## src/rtl/truth_table_sweeper_pkg.sv

```systemverilog
// Shared types and constants for the truth-table sweeper and its bench.
package truth_table_sweeper_pkg;

    typedef enum logic [1:0] {
        ST_IDLE,
        ST_SETTLE,
        ST_SAMPLE,
        ST_FINISH
    } state_e;

    localparam int unsigned NUM_VECTORS  = 8;
    localparam logic [2:0]  LAST_IDX     = 3'(NUM_VECTORS - 1);
    // Truth table of the reference function: F=1 for ABC = 000, 010, 110.
    localparam logic [7:0]  GOLDEN_TABLE = 8'h45;

endpackage

```

## src/rtl/truth_table_sweeper_if.sv

```systemverilog
// Start/status interface between a host and the truth-table sweeper.
interface truth_table_sweeper_if;

    logic       start;
    logic       abort;
    logic [7:0] expected;
    logic       busy;
    logic       done;
    logic       aborted;
    logic [7:0] table_out;
    logic       mismatch;
    logic [7:0] mismatch_mask;

    modport master (
        output start, abort, expected,
        input  busy, done, aborted, table_out, mismatch, mismatch_mask
    );

    modport slave (
        input  start, abort, expected,
        output busy, done, aborted, table_out, mismatch, mismatch_mask
    );

endinterface

```

## src/rtl/truth_table_sweeper_settle_timer.sv

```systemverilog
// Settle counter with clear/enable; term flags a count of SETTLE_CYCLES-1.
module sweep_settle_timer #(
    parameter int unsigned SETTLE_CYCLES = 2,
    parameter int unsigned CNT_W         = 4
) (
    input  logic clk,
    input  logic rst,
    input  logic clr,
    input  logic en,
    output logic term
);

    logic [CNT_W-1:0] cnt_q, cnt_d;

    always_comb begin
        cnt_d = cnt_q;
        if (clr) begin
            cnt_d = '0;
        end else if (en) begin
            cnt_d = cnt_q + 1'b1;
        end
    end

    always_ff @(posedge clk or posedge rst) begin
        if (rst) begin
            cnt_q <= '0;
        end else begin
            cnt_q <= cnt_d;
        end
    end

    assign term = (cnt_q == CNT_W'(SETTLE_CYCLES - 1));

endmodule

```

## src/rtl/truth_table_sweeper.sv

```systemverilog
// Sweeps a 3-input function block through all input vectors and captures its truth table.
module truth_table_sweeper
    import truth_table_sweeper_pkg::*;
#(
    parameter int unsigned SETTLE_CYCLES = 2,
    parameter int unsigned CNT_W         = 4
) (
    input  logic                  clk,
    input  logic                  rst,
    truth_table_sweeper_if.slave  bus,
    input  logic                  f_in,
    output logic [2:0]            abc_out
);

    state_e     state_q, state_d;
    logic [2:0] idx_q, idx_d;
    logic [2:0] abc_q, abc_d;
    logic [7:0] exp_q, exp_d;
    logic [7:0] table_q, table_d;
    logic [7:0] mask_q, mask_d;
    logic       mismatch_q, mismatch_d;
    logic       busy_q, busy_d;
    logic       done_q, done_d;
    logic       aborted_q, aborted_d;
    logic       cnt_clr, cnt_en, cnt_term;

    sweep_settle_timer #(
        .SETTLE_CYCLES (SETTLE_CYCLES),
        .CNT_W         (CNT_W)
    ) u_timer (
        .clk  (clk),
        .rst  (rst),
        .clr  (cnt_clr),
        .en   (cnt_en),
        .term (cnt_term)
    );

    always_comb begin
        state_d    = state_q;
        idx_d      = idx_q;
        abc_d      = abc_q;
        exp_d      = exp_q;
        table_d    = table_q;
        mask_d     = mask_q;
        mismatch_d = mismatch_q;
        busy_d     = busy_q;
        done_d     = 1'b0;
        aborted_d  = 1'b0;
        cnt_clr    = 1'b0;
        cnt_en     = 1'b0;

        unique case (state_q)
            ST_IDLE: begin
                if (bus.start) begin
                    exp_d   = bus.expected;
                    table_d = '0;
                    idx_d   = '0;
                    abc_d   = '0;
                    cnt_clr = 1'b1;
                    busy_d  = 1'b1;
                    state_d = ST_SETTLE;
                end
            end
            ST_SETTLE, ST_SAMPLE: begin
                if (bus.abort) begin
                    state_d   = ST_IDLE;
                    aborted_d = 1'b1;
                    busy_d    = 1'b0;
                    abc_d     = '0;
                    cnt_clr   = 1'b1;
                end else if (state_q == ST_SETTLE) begin
                    cnt_en = 1'b1;
                    if (cnt_term) state_d = ST_SAMPLE;
                end else begin
                    table_d[idx_q] = f_in;
                    if (idx_q == LAST_IDX) begin
                        // Compare using the table including the bit captured this edge,
                        // so mismatch is valid in the same cycle as done.
                        state_d    = ST_FINISH;
                        busy_d     = 1'b0;
                        done_d     = 1'b1;
                        mask_d     = table_d ^ exp_q;
                        mismatch_d = |(table_d ^ exp_q);
                    end else begin
                        idx_d   = idx_q + 3'd1;
                        abc_d   = idx_q + 3'd1;
                        cnt_clr = 1'b1;
                        state_d = ST_SETTLE;
                    end
                end
            end
            ST_FINISH: begin
                state_d = ST_IDLE;
            end
            default: state_d = ST_IDLE;
        endcase
    end

    always_ff @(posedge clk or posedge rst) begin
        if (rst) begin
            state_q    <= ST_IDLE;
            idx_q      <= '0;
            abc_q      <= '0;
            exp_q      <= '0;
            table_q    <= '0;
            mask_q     <= '0;
            mismatch_q <= 1'b0;
            busy_q     <= 1'b0;
            done_q     <= 1'b0;
            aborted_q  <= 1'b0;
        end else begin
            state_q    <= state_d;
            idx_q      <= idx_d;
            abc_q      <= abc_d;
            exp_q      <= exp_d;
            table_q    <= table_d;
            mask_q     <= mask_d;
            mismatch_q <= mismatch_d;
            busy_q     <= busy_d;
            done_q     <= done_d;
            aborted_q  <= aborted_d;
        end
    end

    assign abc_out           = abc_q;
    assign bus.busy          = busy_q;
    assign bus.done          = done_q;
    assign bus.aborted       = aborted_q;
    assign bus.table_out     = table_q;
    assign bus.mismatch      = mismatch_q;
    assign bus.mismatch_mask = mask_q;

endmodule

```

## src/flat_wrapper.sv

```systemverilog
// flat-port wrapper written by rule: the top's interface ports become plain ports
module truth_table_sweeper_flat import truth_table_sweeper_pkg::*;
#(
    parameter int unsigned SETTLE_CYCLES = 2,
    parameter int unsigned CNT_W         = 4
)
  (clk, rst, f_in, abc_out, bus_start, bus_abort, bus_expected, bus_busy, bus_done, bus_aborted, bus_table_out, bus_mismatch, bus_mismatch_mask);
  truth_table_sweeper_if bus_i ();
  input  logic clk;
  input  logic rst;
  input  logic f_in;
  output logic [2:0] abc_out;
  input wire logic [$bits(bus_i.start)-1:0] bus_start;
  input wire logic [$bits(bus_i.abort)-1:0] bus_abort;
  input wire logic [$bits(bus_i.expected)-1:0] bus_expected;
  output wire logic [$bits(bus_i.busy)-1:0] bus_busy;
  output wire logic [$bits(bus_i.done)-1:0] bus_done;
  output wire logic [$bits(bus_i.aborted)-1:0] bus_aborted;
  output wire logic [$bits(bus_i.table_out)-1:0] bus_table_out;
  output wire logic [$bits(bus_i.mismatch)-1:0] bus_mismatch;
  output wire logic [$bits(bus_i.mismatch_mask)-1:0] bus_mismatch_mask;
  assign bus_i.start = bus_start;
  assign bus_i.abort = bus_abort;
  assign bus_i.expected = bus_expected;
  assign bus_busy = bus_i.busy;
  assign bus_done = bus_i.done;
  assign bus_aborted = bus_i.aborted;
  assign bus_table_out = bus_i.table_out;
  assign bus_mismatch = bus_i.mismatch;
  assign bus_mismatch_mask = bus_i.mismatch_mask;
  truth_table_sweeper #(.SETTLE_CYCLES(SETTLE_CYCLES), .CNT_W(CNT_W)) u_core (.clk(clk), .rst(rst), .bus(bus_i), .f_in(f_in), .abc_out(abc_out));
endmodule
```

## config.mk

```make
export PLATFORM = sky130hd
export DESIGN_NAME = truth_table_sweeper_flat
export DESIGN_NICKNAME = d
export VERILOG_FILES = /design/src/rtl/truth_table_sweeper_pkg.sv /design/src/rtl/truth_table_sweeper_if.sv /design/src/rtl/truth_table_sweeper_settle_timer.sv /design/src/rtl/truth_table_sweeper.sv /design/src/flat_wrapper.sv
export SDC_FILE = /design/constraint.sdc
export NUM_CORES = 1
export LEC_CHECK = 0
export CORE_MARGIN = 2
export CORE_UTILIZATION = 31
export DETAILED_ROUTE_END_ITERATION = 8
export HOLD_SLACK_MARGIN = 0.12
export MAX_ROUTING_LAYER = met4
export PLACE_DENSITY = 0.51
export SETUP_SLACK_MARGIN = 0.05
export SLEW_MARGIN = 40
export SYNTH_ARGS = -nofsm -noshare
export SYNTH_HDL_FRONTEND = slang
export SYNTH_HIERARCHICAL = 1
export SYNTH_SLANG_ARGS = --single-unit
```

## constraint.sdc

```tcl
create_clock -name clk -period 5.5 [get_ports clk]
set_clock_uncertainty 0.05 [all_clocks]
set_input_delay 0.55 -clock clk [delete_from_list [all_inputs] [get_ports clk]]
set_output_delay 0.55 -clock clk [all_outputs]
set_load 0.05 [all_outputs]
```

==> results by stage, run 1 <==
Final layout:
- The number of standard cells in the layout, taps in and fillers out is 300.
- The synthesis-to-finish area growth is 26.05%.
- The number of nets in the finished design is 245.
- The share of post-route cells with drive strength above 1 is 11.21%.
- Leaving out fill and tap cells, the most frequent cell in the layout is dfrtp_1.
- Registers take 1001 µm².
- The combined area of the multi-input logic cells is 972.2 µm².
- The number of inserted filler cells in the final layout is 625.
- Leaving out fill and tap cells, the most frequent cells in the layout are 40 x dfrtp_1, 35 x clkdlybuf4s50_1, 17 x o21ai_0.
- The finished cells cover 2555 µm².
- 0 antenna diodes ended up in the layout.

Power and ir drop:
- In this run, flip-flops and latches consume 31.5% of the power.
- For this design the ratio of total power to cell area is 642.2 nW/µm².
- The clock share of power is 12.1%.
- After layout, the design draws a total of 1641 µW.
- VDD sags by at most 0.0003139 V.
- Summed over all nets, the switching power comes to 759.3 µW.
- The switching part of the total power is 46.28%.
- The internal power of the cells totals 881.4 µW.
- Combinational cells account for 56.4% of the total power.
- The leakage component of the power is 0.001175 µW.

Synth:
- In the synthesized netlist the async set-or-reset flop fraction comes to 100.0%.
- The post-synthesis sequential element count is 40.
- Yosys mapped the design onto 31 distinct sky130hd cell types.
- The main flop type after synthesis is dfrtp_1.
- Counting every net in the synthesized netlist gives 206.
- The share of the Yosys chip area taken by registers is 49.38%.
- The average footprint of a synthesized cell is 11.08 µm².
- The synthesized cell area is 2027 µm².
- For this run, the number of Yosys warnings is 6.
- The number of flops mapped to enable cells by yosys is 0.
- Counting every instance in the synthesized netlist gives 183.

Place:
- The port buffer count is 35.
- Once detailed placement completed, the half-perimeter wirelength came to 3.041 mm.
- Routability-driven placement finished with a final weighted congestion of 0.8787.
- The count of placed standard cells including taps is 292.
- The standard cell area after detailed placement is 2465 µm².

Global route:
- Summed over all layers, the global routing overflow is 0.
- The number of global-route vias before repair is 1,502.
- The number of antenna violations at the first check in global routing is 0.
- The global router's overall resource usage is 13.74%.
- The first global-routing pass estimated 7.527 mm of wire.
- Entering global routing, the biggest net connects 37 pins.

Clock network:
- The number of levels the H-tree was split into is 2.
- The CTS clock-pin slew for the worst setup and hold paths is 0.07 ns.
- No sink is reached through more buffers than the 2 on the longest clock path.
- Once the clock tree was built, the setup fixing pass inserted 0 buffers.
- Clock tree synthesis found a total of 40 sinks.
- Clock tree synthesis inserted a total of 5 buffers.
- Clock tree synthesis selected as its root buffer the cell clkbuf_8.
- TritonCTS built the clock tree.
- The hold-fix buffer count after cts is 0.
- After clock tree synthesis, the repair step resized 0 gates.
- The later pin in the worst-skew pair is clocked with a latency of 0.29 ns.

STA:
- The clock period could shrink to 2.449 ns.
- The final number of hold-violating endpoints came to 0.
- The normalized max-slew margin is 63.41%.
- Setup repair after global routing left no endpoint under its margin.
- The final count of negative-setup-slack endpoints is 0.
- For the pin with the worst max-slew slack, the measured transition is 0.5489 ns.
- The total count of max-transition violations in the final report is 0.
- The share of the cycle needed by the critical path after routing is 44.52%.
- The setup total negative slack is 0 ns.
- Derived from the worst setup path, the maximum achievable clock frequency is 0.4084 GHz.

Route:
- Summing over every cut layer, the via total after detailed routing is 1,427.
- The final antenna-violating net count is 0.
- The routed design has 4.266 mm of wire.
- In the final routed layout, each cell accounts on average for 14.22 µm.
- The detailed router finished its first iteration with 42 violations.
- The DRC violation count after routing is 0.
- Dividing the detail-routed via count by the number of cells gives 4.757.
- The first TritonRoute pass finished after 4 iterations.

Floorplanning:
- The floorplan step set the die height to 84.86 µm.
- The initial cell density of the core is 31.92%.
- The floorplan step defined a core boundary enclosing 6350 µm².
- In this run the count of I/O pins placed on the die edge is 36.
- The number of standard-cell rows in the floorplan is 29.
- The floorplan die area is 7201 µm².
- The die is 84.86 µm wide.

Worst setup path:
- STA puts the critical path data arrival time at 2.58 ns.
- STA classifies the critical path startpoint as a flip-flop.
- The critical path depth in cells is 6.
- For the worst setup path, the data required time is 5.63 ns.
- The critical path contains buffers and inverters numbering 2 combined.
- The delay of the slowest critical-path stage is 0.64 ns.
- The critical path in this run is classified as flip-flop to flip-flop.
- Among the stages of the critical path, the cell type that occurs most often is inv_1.
- The worst setup path is captured at a flip-flop.
- Measured in cells, the most critical reg-to-reg path has a length of 6.
- Walking the worst path, the cells encountered are inv_1 > ha_1 > nand2b_1 > inv_1 > and3_1 > mux2_2.
- The slowest stage of the critical path belongs to the cell ha_1.
- On the critical path the largest part of the delay comes from simple AND/OR/NAND/NOR gates.
- The highest net fanout along the worst path is 17.

Status:
- The run finished with clean final reports.

Min path:
- The class of the worst hold path is input port to async pin.

Job:
- Max-cap violations in this run came to 0.
## flip-flops by register name (all words and copies together) (netlist names)
name	flops
u_core/bus.table_out	8
u_core/bus.done	1
u_core/u_timer/cnt_q	4
u_core/idx_q	3
u_core/state_q	2
u_core/bus.busy	1
u_core/bus.mismatch	1
u_core/bus.aborted	1
u_core/abc_out	3
u_core/exp_q	8
u_core/bus.mismatch_mask	8
## power groups by stage
stage	Sequential (µW)	Combinational (µW)	Clock, µW
2_1_floorplan	736	445	0
6_report	516	926	199
4_1_cts	519	936	210
3_3_place_gp	523	925	0
3_5_place_dp	525	931	0
5_1_grt	540	1010	223
## synthesized netlist by cell type, types with 4 or more instances
library cell,count,area share (%)
dfrtp_1,40,49
nand2_1,12,2.2
inv_1,10,1.9
xnor2_1,9,3.9
nand3_1,5,1.2
o21ai_0,17,4.2
ha_1,10,6.2
mux2_2,16,8.9
nand3b_1,4,1.5
mux2i_1,9,4.4
a22o_1,11,4.8
nor2_1,10,1.9
## stage by stage
| step | worst slack (ns) | hold WS, ns | utilization (%) |
|---|---|---|---|
| 6_report | 3.051 | 0.4269 | 40.24 |
| 5_1_grt | 2.844 | 0.4390 | 40.24 |
| 4_1_cts | 3.038 | 0.4188 | 40.24 |
| 3_5_place_dp | 3.052 | 0.4373 | 38.82 |
| 3_3_place_gp | 3.098 | 0.4451 | 38.82 |
| 2_1_floorplan | 3.507 | 0.2661 | - |
## routing by layer
metal | track usage [%] | vias to the layer above | share of wire [%]
met1 | 18.16 | 664 | 48
li1 | - | 727 | -
met5 | - | - | 0
met2 | 20.62 | 32 | 47
met4 | 3.030 | 0 | 0.75
met3 | 4.669 | 4 | 4.8
## worst paths after layout
check / startpoint / endpoint / slack [ns]
max: u_core/state_q[0] / u_core/bus.mismatch_mask[6] / 3.05
min: rst / u_core/u_timer/cnt_q[1] / 0.43
max reg2reg: u_core/state_q[0] / u_core/bus.mismatch_mask[6] / 3.05
max in group asynchronous: rst / u_core/bus.table_out[7] / 4.43
min in group clk: u_core/abc_out[1] / u_core/abc_out[1] / 0.45
min reg2reg: u_core/abc_out[1] / u_core/abc_out[1] / 0.45
## kinds of logic (layout without fill, tap and decap cells)
group	count (synthesis)	after routing	synth area share [%]
and+or+nand+nor	48	48	12.28
DFF	40	40	49.38
AOI/OAI and AO/OA	36	36	11.54
muxes	26	26	14.07
buffers and inverters	14	54	2.654
adders and majority gates	10	10	6.173
xor gates and xnor gates	9	9	3.889
## worst register-to-register path, cell delays in order, from the launching register on
cell and delay (ns):
dfrtp_1 0.42, inv_1 0.08, ha_1 0.64, nand2b_1 0.20
inv_1 0.12, and3_1 0.45, mux2_2 0.39
## area by class of cell
class	instances	share of cell area, %
well taps	77	3.771
repair buffers	36	14.01
clock buffers	8	3.526
inverters	10	1.469
multi-input cells	129	38.05
flip-flops and latches	40	39.18
Note: power is estimated with default switching activity, not from simulation.
==> run 2: changes to the inputs <==
Settings changed: PLACE_DENSITY 0.51 to 0.53.
Clock period 5.5 ns to 2 ns, I/O delays scaled along.
==> run 2 against run 1 <==
Global-route usage is 0.73 points lower. First-iteration DRC count is 120% higher. Clock power grew to 4.6 times the previous value. Largest power group unchanged. Combinational power grew to 3.1 times the previous value. Sequential power grew to 2.7 times the previous value. Cell count is 6.3% higher. Maximum frequency is 32% higher. Die area stayed put. Design area is 9.8% higher. Sequential share of layout area is 3.5 points lower.
==> results by stage, run 2 (synthesized netlist as in run 1, its figures left out) <==
Global route:
- The met3 track demand over resource in global routing is 2.724% (was 4.669%).
- The global-route wire length before repair is 7.217 mm (was 7.527 mm).
- The most used routing layer in global routing is met2 (unchanged).
- The number of global-route vias before repair is 1,474 (was 1,502).
- The fraction of met2 tracks used by global routing was 19.04% (was 20.62%).
- The number of antenna violations at the first check in global routing is 0 (unchanged).
- The global router's overall resource usage is 13.01% (was 13.74%).
- The final global-route overflow total is 0 (unchanged).
- The global-route met1 utilization is 18.09% (was 18.16%).
- The pin count of the biggest net entering global routing is 37 (unchanged).

STA:
- The normalized max-slew margin came to 66.60% (was 63.41%).
- The slew at the pin closest to its max-slew limit is 0.4995 ns (was 0.5489 ns).
- The final count of negative-setup-slack endpoints came to 0 (unchanged).
- The highest attainable clock frequency was 0.5385 GHz (was 0.4084 GHz).
- The post-layout minimum cycle time is 1.857 ns (was 2.449 ns).
- The total count of max-transition violations in the final report is 0 (unchanged).
- Unrepaired setup endpoints after global routing: yes (was no).
- The share of the cycle needed by the critical path after routing was 92.85% (was 44.52%).
- The setup total negative slack is 0 ns (unchanged).
- The final number of hold-violating endpoints was 0 (unchanged).

Worst setup path:
- The delay of the slowest critical-path stage came to 0.42 ns (was 0.64 ns).
- The startpoint of the most critical register-to-register path was u_core/idx_q[0] (was u_core/state_q[0]).
- The startpoint of the worst setup timing path was u_core/idx_q[0] (was u_core/state_q[0]).
- The endpoint of the worst-slack reg-to-reg timing path is u_core/u_timer/cnt_q[3] (was u_core/bus.mismatch_mask[6]).
- The type of destination of the critical path is a flip-flop (unchanged).
- The critical path startpoint category was a flip-flop (unchanged).
- The length in cells of the worst reg-to-reg path came to 8 (was 6).
- The worst-case register-to-register setup slack is 0.14 ns (was 3.05 ns).
- The highest net fanout along the worst path is 5 (was 17).
- The critical path required time is 2.13 ns (was 5.63 ns).
- The critical setup path kind is flip-flop to flip-flop (unchanged).
- Cell breakdown of the critical path: buf_4 > ha_1 > ha_2 > nor2_4 > o21ai_1 > a21oi_2 > nor2b_1 > mux2_4 (was inv_1 > ha_1 > nand2b_1 > inv_1 > and3_1 > mux2_2).
- The slowest cell on the critical path is dfrtp_1 (was ha_1).
- The critical path endpoint is u_core/u_timer/cnt_q[3] (was u_core/bus.mismatch_mask[6]).
- The arrival time of the worst setup path is 1.98 ns (was 2.58 ns).

Job:
- The number of max-cap violations is 0 (unchanged).

Power and ir drop:
- The relative contribution of sequential cells to total power is 26.6% (was 31.5%).
- The leakage component of the power is 0.001305 µW (was 0.001175 µW).
- The combinational share of power is 55.7% (was 56.4%).
- The worst ir drop on vdd is 0.0008588 V (was 0.0003139 V).
- The power spent charging and discharging nets came to 2194 µW (was 759.3 µW).
- The clock share of power was 17.7% (was 12.1%).
- The areal power density over the cells came to 1842 nW/µm² (was 642.2 nW/µm²).
- The switching part of the total power came to 42.46% (was 46.28%).
- The internal power summed over all cells was 2973 µW (was 881.4 µW).

Status:
- Result of the run: completed (unchanged).

Place:
- The standard cell area after detailed placement came to 2600 µm² (was 2465 µm²).
- The final weighted congestion in routability-driven placement is 0.7871 (was 0.8787).
- The half-perimeter wire length after detailed placement is 3.242 mm (was 3.041 mm).
- The port buffer count is 35 (unchanged).

Final layout:
- The share of post-route cells with drive strength above 1 is 21.49% (was 11.21%).
- Highest-count cells in the layout ignoring fill and taps: 40 x dfrtp_1, 35 x clkdlybuf4s50_1, 18 x buf_4 (was 40 x dfrtp_1, 35 x clkdlybuf4s50_1, 17 x o21ai_0).
- The synthesis-to-finish area growth is 38.40% (was 26.05%).
- The total inserted antenna cells came to 0 (unchanged).
- The number of nets in the finished design is 264 (was 245).
- The number of inserted filler cells in the final layout is 596 (was 625).
- The final design utilization is 44.18% (was 40.24%).
- The total non-filler cell area in the finished layout is 2805 µm² (was 2555 µm²).
- The most common cell after layout, fill and taps aside is dfrtp_1 (unchanged).

Floorplanning:
- The floorplan die area is 7201 µm² (unchanged).
- The placeable core region is 6350 µm² (unchanged).
- The initial cell density of the core is 31.92% (unchanged).
- The floorplan die width is 84.86 µm (unchanged).
- The y dimension of the die is 84.86 µm (unchanged).
- The number of standard-cell rows in the floorplan is 29 (unchanged).
- The number of ports placed on the die boundary was 36 (unchanged).

Clock network:
- The number of levels the H-tree was split into is 2 (unchanged).
- The clock tree from TritonCTS was yes (unchanged).
- The CTS clock-pin slew for the worst setup and hold paths is 0.08 ns (was 0.07 ns).
- The number of sinks on the clock net is 40 (unchanged).
- The number of setup buffers added after CTS came to 0 (unchanged).
- The buffer type at the clock tree root is clkbuf_8 (unchanged).
- The TritonCTS buffer count is 5 (unchanged).
- The later-pin clock latency in the skew report is 0.29 ns (about the same).
- The number of buffers between clock root and the deepest sink is 2 (unchanged).

Route:
- The number of search-and-repair iterations in the first detailed-routing pass is 4 (unchanged).
- The detailed-route wire length per cell was 13.82 µm (was 14.22 µm).
- The overall via count from detail_route came to 1,503 (was 1,427).
- The detail-routed via count per cell is 4.712 (was 4.757).
- The final antenna-violating net count was 0 (unchanged).
- The DRC violation count after routing is 0 (unchanged).
- The overall routed net length is 4.409 mm (was 4.266 mm).
- The count of routing violations after the opening detailed-route iteration was 94 (was 42).

Min path:
- The number of instances on the worst hold path is 1.
- The class of the worst hold path is flip-flop to flip-flop (was input port to async pin).
[run 2: critical path: cells and delay by family (launching register included)]
kind	cells	cell delay (ns)
compound gates	2	0.26
simple gates	2	0.18
buf+inv	1	0.15
fa+ha+maj	2	0.42
mux	1	0.25
flops	1	0.42
[run 2: metal layers]
layer  up-vias  part of all wire [%]
met3         5                   4.2
met5         -                     0
li1        759                     -
met1       708                    49
met2        31                    45
met4         0                   1.1
[run 2: worst min path at each step]
stage | start | endpoint | slack [ns]
2_1_floorplan | rst | u_core/u_timer/cnt_q[0] | -0.08
3_3_place_gp | rst | u_core/u_timer/cnt_q[3] | 0.38
4_1_cts | u_core/abc_out[0] | u_core/abc_out[0] | 0.46
3_5_place_dp | rst | u_core/u_timer/cnt_q[3] | 0.38
6_report | u_core/abc_out[1] | u_core/abc_out[1] | 0.46
5_1_grt | bus_expected[6] | u_core/exp_q[6] | 0.46
[run 2: cell type report]
class                   instances  area (µm²)  share of cell area [%]
clock inverters                 3       90.09                   3.211
multi-input cells             129        1005                   35.82
repair buffers                 55       506.7                   18.06
flip-flops and latches         40        1001                   35.68
well taps                      77       96.34                   3.434
clock buffers                   5       68.82                   2.453
inverters                      10       37.54                   1.338
[run 2: what timing repair did]
item	4_1_cts	5_1_grt
endpoints found under the hold margin	4	0
gates resized for setup	1	12
hold buffers	1	0
pin swaps	1	3
endpoints found under the setup margin	2	24
[run 2: per-stage QoR]
stage / power [µW] / setup WS [ns] / hold WS [ns] / instances
6_report: 5167 / 0.1430 / 0.4559 / 319
5_1_grt: 5507 / 0.01198 / 0.4605 / 319
4_1_cts: 5182 / 0.05015 / 0.4585 / 319
3_5_place_dp: 4221 / 0.02390 / 0.3831 / 310
3_3_place_gp: 4213 / 0.02929 / 0.3836 / 310
2_1_floorplan: 3253 / 0.1038 / -0.08392 / 183
[run 2: power groups by stage]
| stage | Combinational, µW | Clock (µW) | Sequential, µW |
|---|---|---|---|
| after global routing | 3110 | 973 | 1430 |
| after detailed placement | 2820 | 0 | 1400 |
| after global placement | 2820 | 0 | 1400 |
| after CTS | 2860 | 941 | 1380 |
| after floorplan | 1230 | 0 | 2020 |
| final | 2880 | 914 | 1380 |
==> run 3: changes to the inputs <==
Settings changed: CTS_CLUSTER_DIAMETER set to 50.
==> results of run 3 <==
No change in the layout: final DEF, timing and power equal those of run 2.
